===== config.mk =====
export PLATFORM = sky130hd
export DESIGN_NAME = alu_result_sink
export DESIGN_NICKNAME = d
export VERILOG_FILES = /design/src/rtl/alu_if_pkg.sv /design/src/rtl/alu_result_fifo.sv /design/src/rtl/alu_result_sink.sv
export SDC_FILE = /design/constraint.sdc
export NUM_CORES = 1
export LEC_CHECK = 0
export BUFFER_PORTS_ARGS = -buffer_cell sky130_fd_sc_hd__buf_2
export CAP_MARGIN = 40
export CORE_MARGIN = 2
export CORE_UTILIZATION = 55
export DETAILED_ROUTE_END_ITERATION = 8
export PLACE_DENSITY = 0.77
export SKIP_LAST_GASP = 1
export SLEW_MARGIN = 0
export SYNTH_ARGS = -nofsm -noshare
export SYNTH_HDL_FRONTEND = slang
export SYNTH_SLANG_ARGS = --single-unit

===== constraint.sdc =====
create_clock -name CLK -period 4.1 [get_ports CLK]
set_input_delay 0.82 -clock CLK [delete_from_list [all_inputs] [get_ports CLK]]
set_output_delay 0.82 -clock CLK [all_outputs]
set_load 0.02 [all_outputs]

===== src/rtl/alu_if_pkg.sv =====
// Shared definitions for the ALU execute-stage result interface:
// result word width, field bit positions and the commit-type encoding.
package alu_if_pkg;

  localparam int RES_W  = 74;

  localparam int CMT_HI = 73;
  localparam int CMT_LO = 72;
  localparam int RES_HI = 71;
  localparam int RES_LO = 40;
  localparam int DAT_HI = 39;
  localparam int DAT_LO = 8;
  localparam int FLG_HI = 7;
  localparam int FLG_LO = 0;

  typedef enum logic [1:0] {
    CMT_REGULAR = 2'd0,
    CMT_MEMORY  = 2'd1,
    CMT_SYSTEM  = 2'd2,
    CMT_TRAP    = 2'd3
  } cmt_e;

endpackage


===== src/rtl/alu_result_fifo.sv =====
// Circular-buffer FIFO for ALU results. The caller qualifies push/pop;
// clr empties the buffer and has priority over both.
module alu_result_fifo #(
  parameter int DEPTH = 4,
  parameter int W     = 74
) (
  input  logic                     CLK,
  input  logic                     RST_N,
  input  logic                     push_i,
  input  logic                     pop_i,
  input  logic                     clr_i,
  input  logic [W-1:0]             data_i,
  output logic [W-1:0]             head_o,
  output logic [$clog2(DEPTH):0]   occ_o,
  output logic [$clog2(DEPTH):0]   occ_nxt_o
);

  localparam int AW = $clog2(DEPTH);
  localparam int CW = AW + 1;

  logic [W-1:0]  mem_q [DEPTH];
  logic [AW-1:0] wr_q, wr_d, rd_q, rd_d;
  logic [CW-1:0] cnt_q, cnt_d;

  // Pointers are exactly log2(DEPTH) bits, so increments wrap for free.
  always_comb begin
    wr_d  = wr_q;
    rd_d  = rd_q;
    cnt_d = cnt_q;
    if (clr_i) begin
      wr_d  = '0;
      rd_d  = '0;
      cnt_d = '0;
    end else begin
      if (push_i) wr_d = wr_q + AW'(1);
      if (pop_i)  rd_d = rd_q + AW'(1);
      cnt_d = cnt_q + CW'(push_i) - CW'(pop_i);
    end
  end

  always_ff @(posedge CLK or posedge RST_N) begin
    if (RST_N) begin
      wr_q  <= '0;
      rd_q  <= '0;
      cnt_q <= '0;
    end else begin
      wr_q  <= wr_d;
      rd_q  <= rd_d;
      cnt_q <= cnt_d;
    end
  end

  always_ff @(posedge CLK) begin
    if (push_i && !clr_i) mem_q[wr_q] <= data_i;
  end

  assign head_o    = mem_q[rd_q];
  assign occ_o     = cnt_q;
  assign occ_nxt_o = cnt_d;

endmodule


===== src/rtl/alu_result_sink.sv =====
// Receives ALU results, buffers them and hands them to writeback; throttles
// the ALU through a registered issue permit and discards post-flush stragglers.
module alu_result_sink #(
  parameter int DEPTH = 4,
  parameter int RES_W = 74
) (
  input  logic                   CLK,
  input  logic                   RST_N,
  input  logic [RES_W-1:0]       alu_result,
  input  logic                   alu_valid,
  output logic                   alu_issue_ok,
  input  logic                   flush,
  output logic                   wb_valid,
  input  logic                   wb_ready,
  output logic [1:0]             wb_cmtype,
  output logic [31:0]            wb_result,
  output logic [31:0]            wb_data,
  output logic [7:0]             wb_flags,
  output logic [$clog2(DEPTH):0] occupancy,
  output logic                   overflow_err
);

  import alu_if_pkg::*;

  localparam int CW = $clog2(DEPTH) + 1;

  logic             push, pop, full;
  logic             drop_q, drop_d;
  logic             ovf_q, ovf_d;
  logic             ok_q, ok_d;
  logic [RES_W-1:0] head;
  logic [CW-1:0]    occ, occ_nxt;

  assign full = (occ == CW'(DEPTH));
  assign pop  = wb_valid & wb_ready & ~flush;
  assign push = alu_valid & ~flush & ~drop_q & (~full | pop);

  // A result arriving right after a flush was issued before it, so drop it.
  assign drop_d = flush;
  assign ovf_d  = ovf_q | (alu_valid & ~flush & ~drop_q & full & ~pop);
  // Registered from next occupancy, so the permit reflects state only.
  assign ok_d   = (occ_nxt <= CW'(DEPTH - 2));

  always_ff @(posedge CLK or posedge RST_N) begin
    if (RST_N) begin
      drop_q <= 1'b0;
      ovf_q  <= 1'b0;
      ok_q   <= 1'b0;
    end else begin
      drop_q <= drop_d;
      ovf_q  <= ovf_d;
      ok_q   <= ok_d;
    end
  end

  alu_result_fifo #(.DEPTH(DEPTH), .W(RES_W)) u_fifo (
    .CLK       (CLK),
    .RST_N     (RST_N),
    .push_i    (push),
    .pop_i     (pop),
    .clr_i     (flush),
    .data_i    (alu_result),
    .head_o    (head),
    .occ_o     (occ),
    .occ_nxt_o (occ_nxt)
  );

  assign wb_valid     = (occ != '0);
  assign wb_cmtype    = head[CMT_HI:CMT_LO];
  assign wb_result    = head[RES_HI:RES_LO];
  assign wb_data      = head[DAT_HI:DAT_LO];
  assign wb_flags     = head[FLG_HI:FLG_LO];
  assign occupancy    = occ;
  assign overflow_err = ovf_q;
  assign alu_issue_ok = ok_q;

endmodule


==> results.json <==
{
  "crit_start": "u_fifo.rd_q[0]",
  "syn_inst": 438,
  "drtPass1Iterations": 5,
  "clkTransAtPathRegs_ns": 0.06,
  "worst_pin_slew_ns": 0.744,
  "grt_max_degree": 50,
  "post_drt_via_cell_ratio": 5.49,
  "reg2reg_depth": 4,
  "drtIter0Drc": 304,
  "power_mw": 7.54,
  "hold_viol": 0,
  "maxCapViolCount": 0,
  "syn_to_final_growth_pct": 17.9,
  "cp_max_fo": 27,
  "grt_first_pass_wirelength_um": 31800,
  "yosysTopAreaCellShare_pct": 78.6,
  "p_leak_nw": 4.49,
  "cp-endpoint": "wb_result[20]",
  "r2r-end": "u_fifo.mem_q[0][5]",
  "clock_sinks": 306,
  "fillers": 1301,
  "die_h_um": 147,
  "ant_nets": 0,
  "initial_utilization_pct": 56.0,
  "outcome": "finished clean",
  "io_pins": 159,
  "fp.dieW_um": 147,
  "wl_per_cell_um": 22.4,
  "rsz0062_at_grt": "no",
  "max_slew_margin_pct": 50.4,
  "tns_ns": 0,
  "drive_above_1_share_pct": 45.9,
  "tritoncts": "built",
  "numCtsBuffers": 29,
  "post-route-period-util_pct": 77.7,
  "seq_power_share_pct": 48.0,
  "syn-num-nets": 524,
  "clk_latency_ns": 0.53,
  "drc": 0,
  "ys_warn_count": 0,
  "worst_setup_path_start_kind": "flop",
  "synthTopCellsByArea": "edfxtp_1 79%, mux4_2 15%, dfrtp_1 2.2%",
  "holdCritPathClass": "in -> async",
  "rrSetupSlack_ns": 1.61,
  "grtUsageTotal_pct": 19.4,
  "skew_ns": 0.0110,
  "gp_congestion": 0.758,
  "synth_cell_types": 26,
  "fmax_mhz": 314,
  "syn_area_per_cell_um2": 25.8,
  "yosysTopAreaCell": "edfxtp_1",
  "die-area_um2": 21700,
  "crit_path_end_kind": "output pin",
  "switching_share_pct": 25.3,
  "row_count": 52,
  "power.density_nw_per_um2": 566,
  "crit_type": "reg -> out",
  "yosysSeqAreaShare_pct": 80.9,
  "wl_um": 20300,
  "peakVddDrop_v": 0.000381,
  "slew_viol_final": 0,
  "portBuffers": 158,
  "crit_arrival_ns": 2.36,
  "finalCriticalPeriod_ns": 3.18,
  "synth_area_um2": 11300,
  "post_cts_resized": 0,
  "root_buffer": "clkbuf_16",
  "hpwlAfterDp_um": 12400,
  "internal_power_mw": 5.63,
  "finish.utilization_pct": 66.0,
  "postLayoutCellArea_um2": 13300,
  "post-cts-setup-buffers": 0,
  "power_switching_mw": 1.91,
  "rr_startpoint": "u_fifo.occ_o[2]",
  "layout.nets": 701,
  "holdBufCountCts": 0,
  "pwr-share-comb_pct": 18.4,
  "htree_num_levels": 1,
  "cp.required_ns": 3.28,
  "ys_seq_elements": 306,
  "via_count": 4977,
  "antenna_found_initial": 2,
  "grt_overflow": 0,
  "core_area_um2": 20200,
  "whs_ns": 0.254,
  "first_global_vias": 5466,
  "clockBufferDepth": 3,
  "place_area_um2": 12400,
  "clkPwrFrac_pct": 33.6,
  "setup_viol": 0
}
placed cells by master, fill, tap and decap left out, drive strengths merged, types with 4 or more instances in the layout:
cell type,n
edfxtp,296
buf,165
mux4,74
clkbuf,32
clkinv,14
dfrtp,10
inv,7
nor2,6
ha,6
and2,4
per-stage QoR:
stage          std cells  worst slack [ns]
2_1_floorplan        438             0.455
3_3_place_gp         853              1.08
3_5_place_dp         854             0.954
4_1_cts              904             0.837
5_1_grt              904             0.766
6_report             907             0.915
layout make-up:
class	instances	area, µm²	area share (%)
tap	270	338	2.54
multi-input combinational	106	1970	14.8
sequential	306	9150	68.7
antenna	3	7.51	0.0564
clock inverter	18	163	1.22
timing repair buffer	165	938	7.04
inverter	7	26.3	0.197
clock buffer	32	737	5.53
worst max-delay path, cell delays in order, from the launching register on:
cell,delay [ns]
dfrtp_4,0.74
buf_12,0.31
mux4_2,0.58
buf_2,0.19
kinds of logic after synthesis:
| group | count (synthesis) | share of synthesized area, % |
|---|---|---|
| multiplexers | 76 | 15.0 |
| buffers and inverters | 26 | 1.84 |
| XOR/XNOR | 3 | 0.354 |
| AO/OA/AOI/OAI | 4 | 0.255 |
| AND/OR/NAND/NOR | 16 | 0.886 |
| flip-flops | 306 | 80.9 |
| adder cells (fa/ha/maj) | 7 | 0.841 |
state kept, by name, summed over array words and instances, names as in the netlist:
name and cells:
u_fifo.mem_q 296, u_fifo.occ_o 3, u_fifo.rd_q 2, u_fifo.wr_q 2, alu_issue_ok 1, drop_q 1
overflow_err 1
layer usage:
layer | part of all wire (%) | global-route usage, %
met5 | 0 | 0
met4 | 1.4 | 4.71
met3 | 7.3 | 5.40
met2 | 52 | 33.2
met1 | 39 | 25.0
power groups by stage:
stage | logic (mW) | registers (mW) | clock network (mW)
after global routing | 1.49 | 3.63 | 2.70
after CTS | 1.42 | 3.62 | 2.58
after detailed placement | 1.41 | 3.69 | 0
final | 1.39 | 3.62 | 2.53
after floorplan | 1.09 | 3.64 | 0
after global placement | 1.37 | 3.70 | 0
worst min path at each step:
stage	end	slack [ns]
5_1_grt	u_fifo.occ_o[2]	0.27
4_1_cts	u_fifo.occ_o[2]	0.25
2_1_floorplan	u_fifo.wr_q[0]	0.50
3_5_place_dp	overflow_err	0.46
3_3_place_gp	overflow_err	0.44
6_report	drop_q	0.25
synthesized netlist by cell type (all sizes together):
| cell | n |
|---|---|
| nor2b | 2 |
| mux2 | 1 |
| nand2b | 1 |
| edfxtp | 296 |
| a21oi | 1 |
| and2 | 4 |
| clkbuf | 2 |
| nor4b | 1 |
| fa | 1 |
| inv | 7 |
| a21o | 1 |
| or3 | 1 |
| nor2 | 6 |
| mux2i | 1 |
| nor3b | 1 |
| dfrtp | 10 |
| o31ai | 1 |
| mux4 | 74 |
| buf | 17 |
| ha | 6 |
| xnor3 | 1 |
| xor2 | 2 |
| o311ai | 1 |
(Power assumes the default switching activity.)
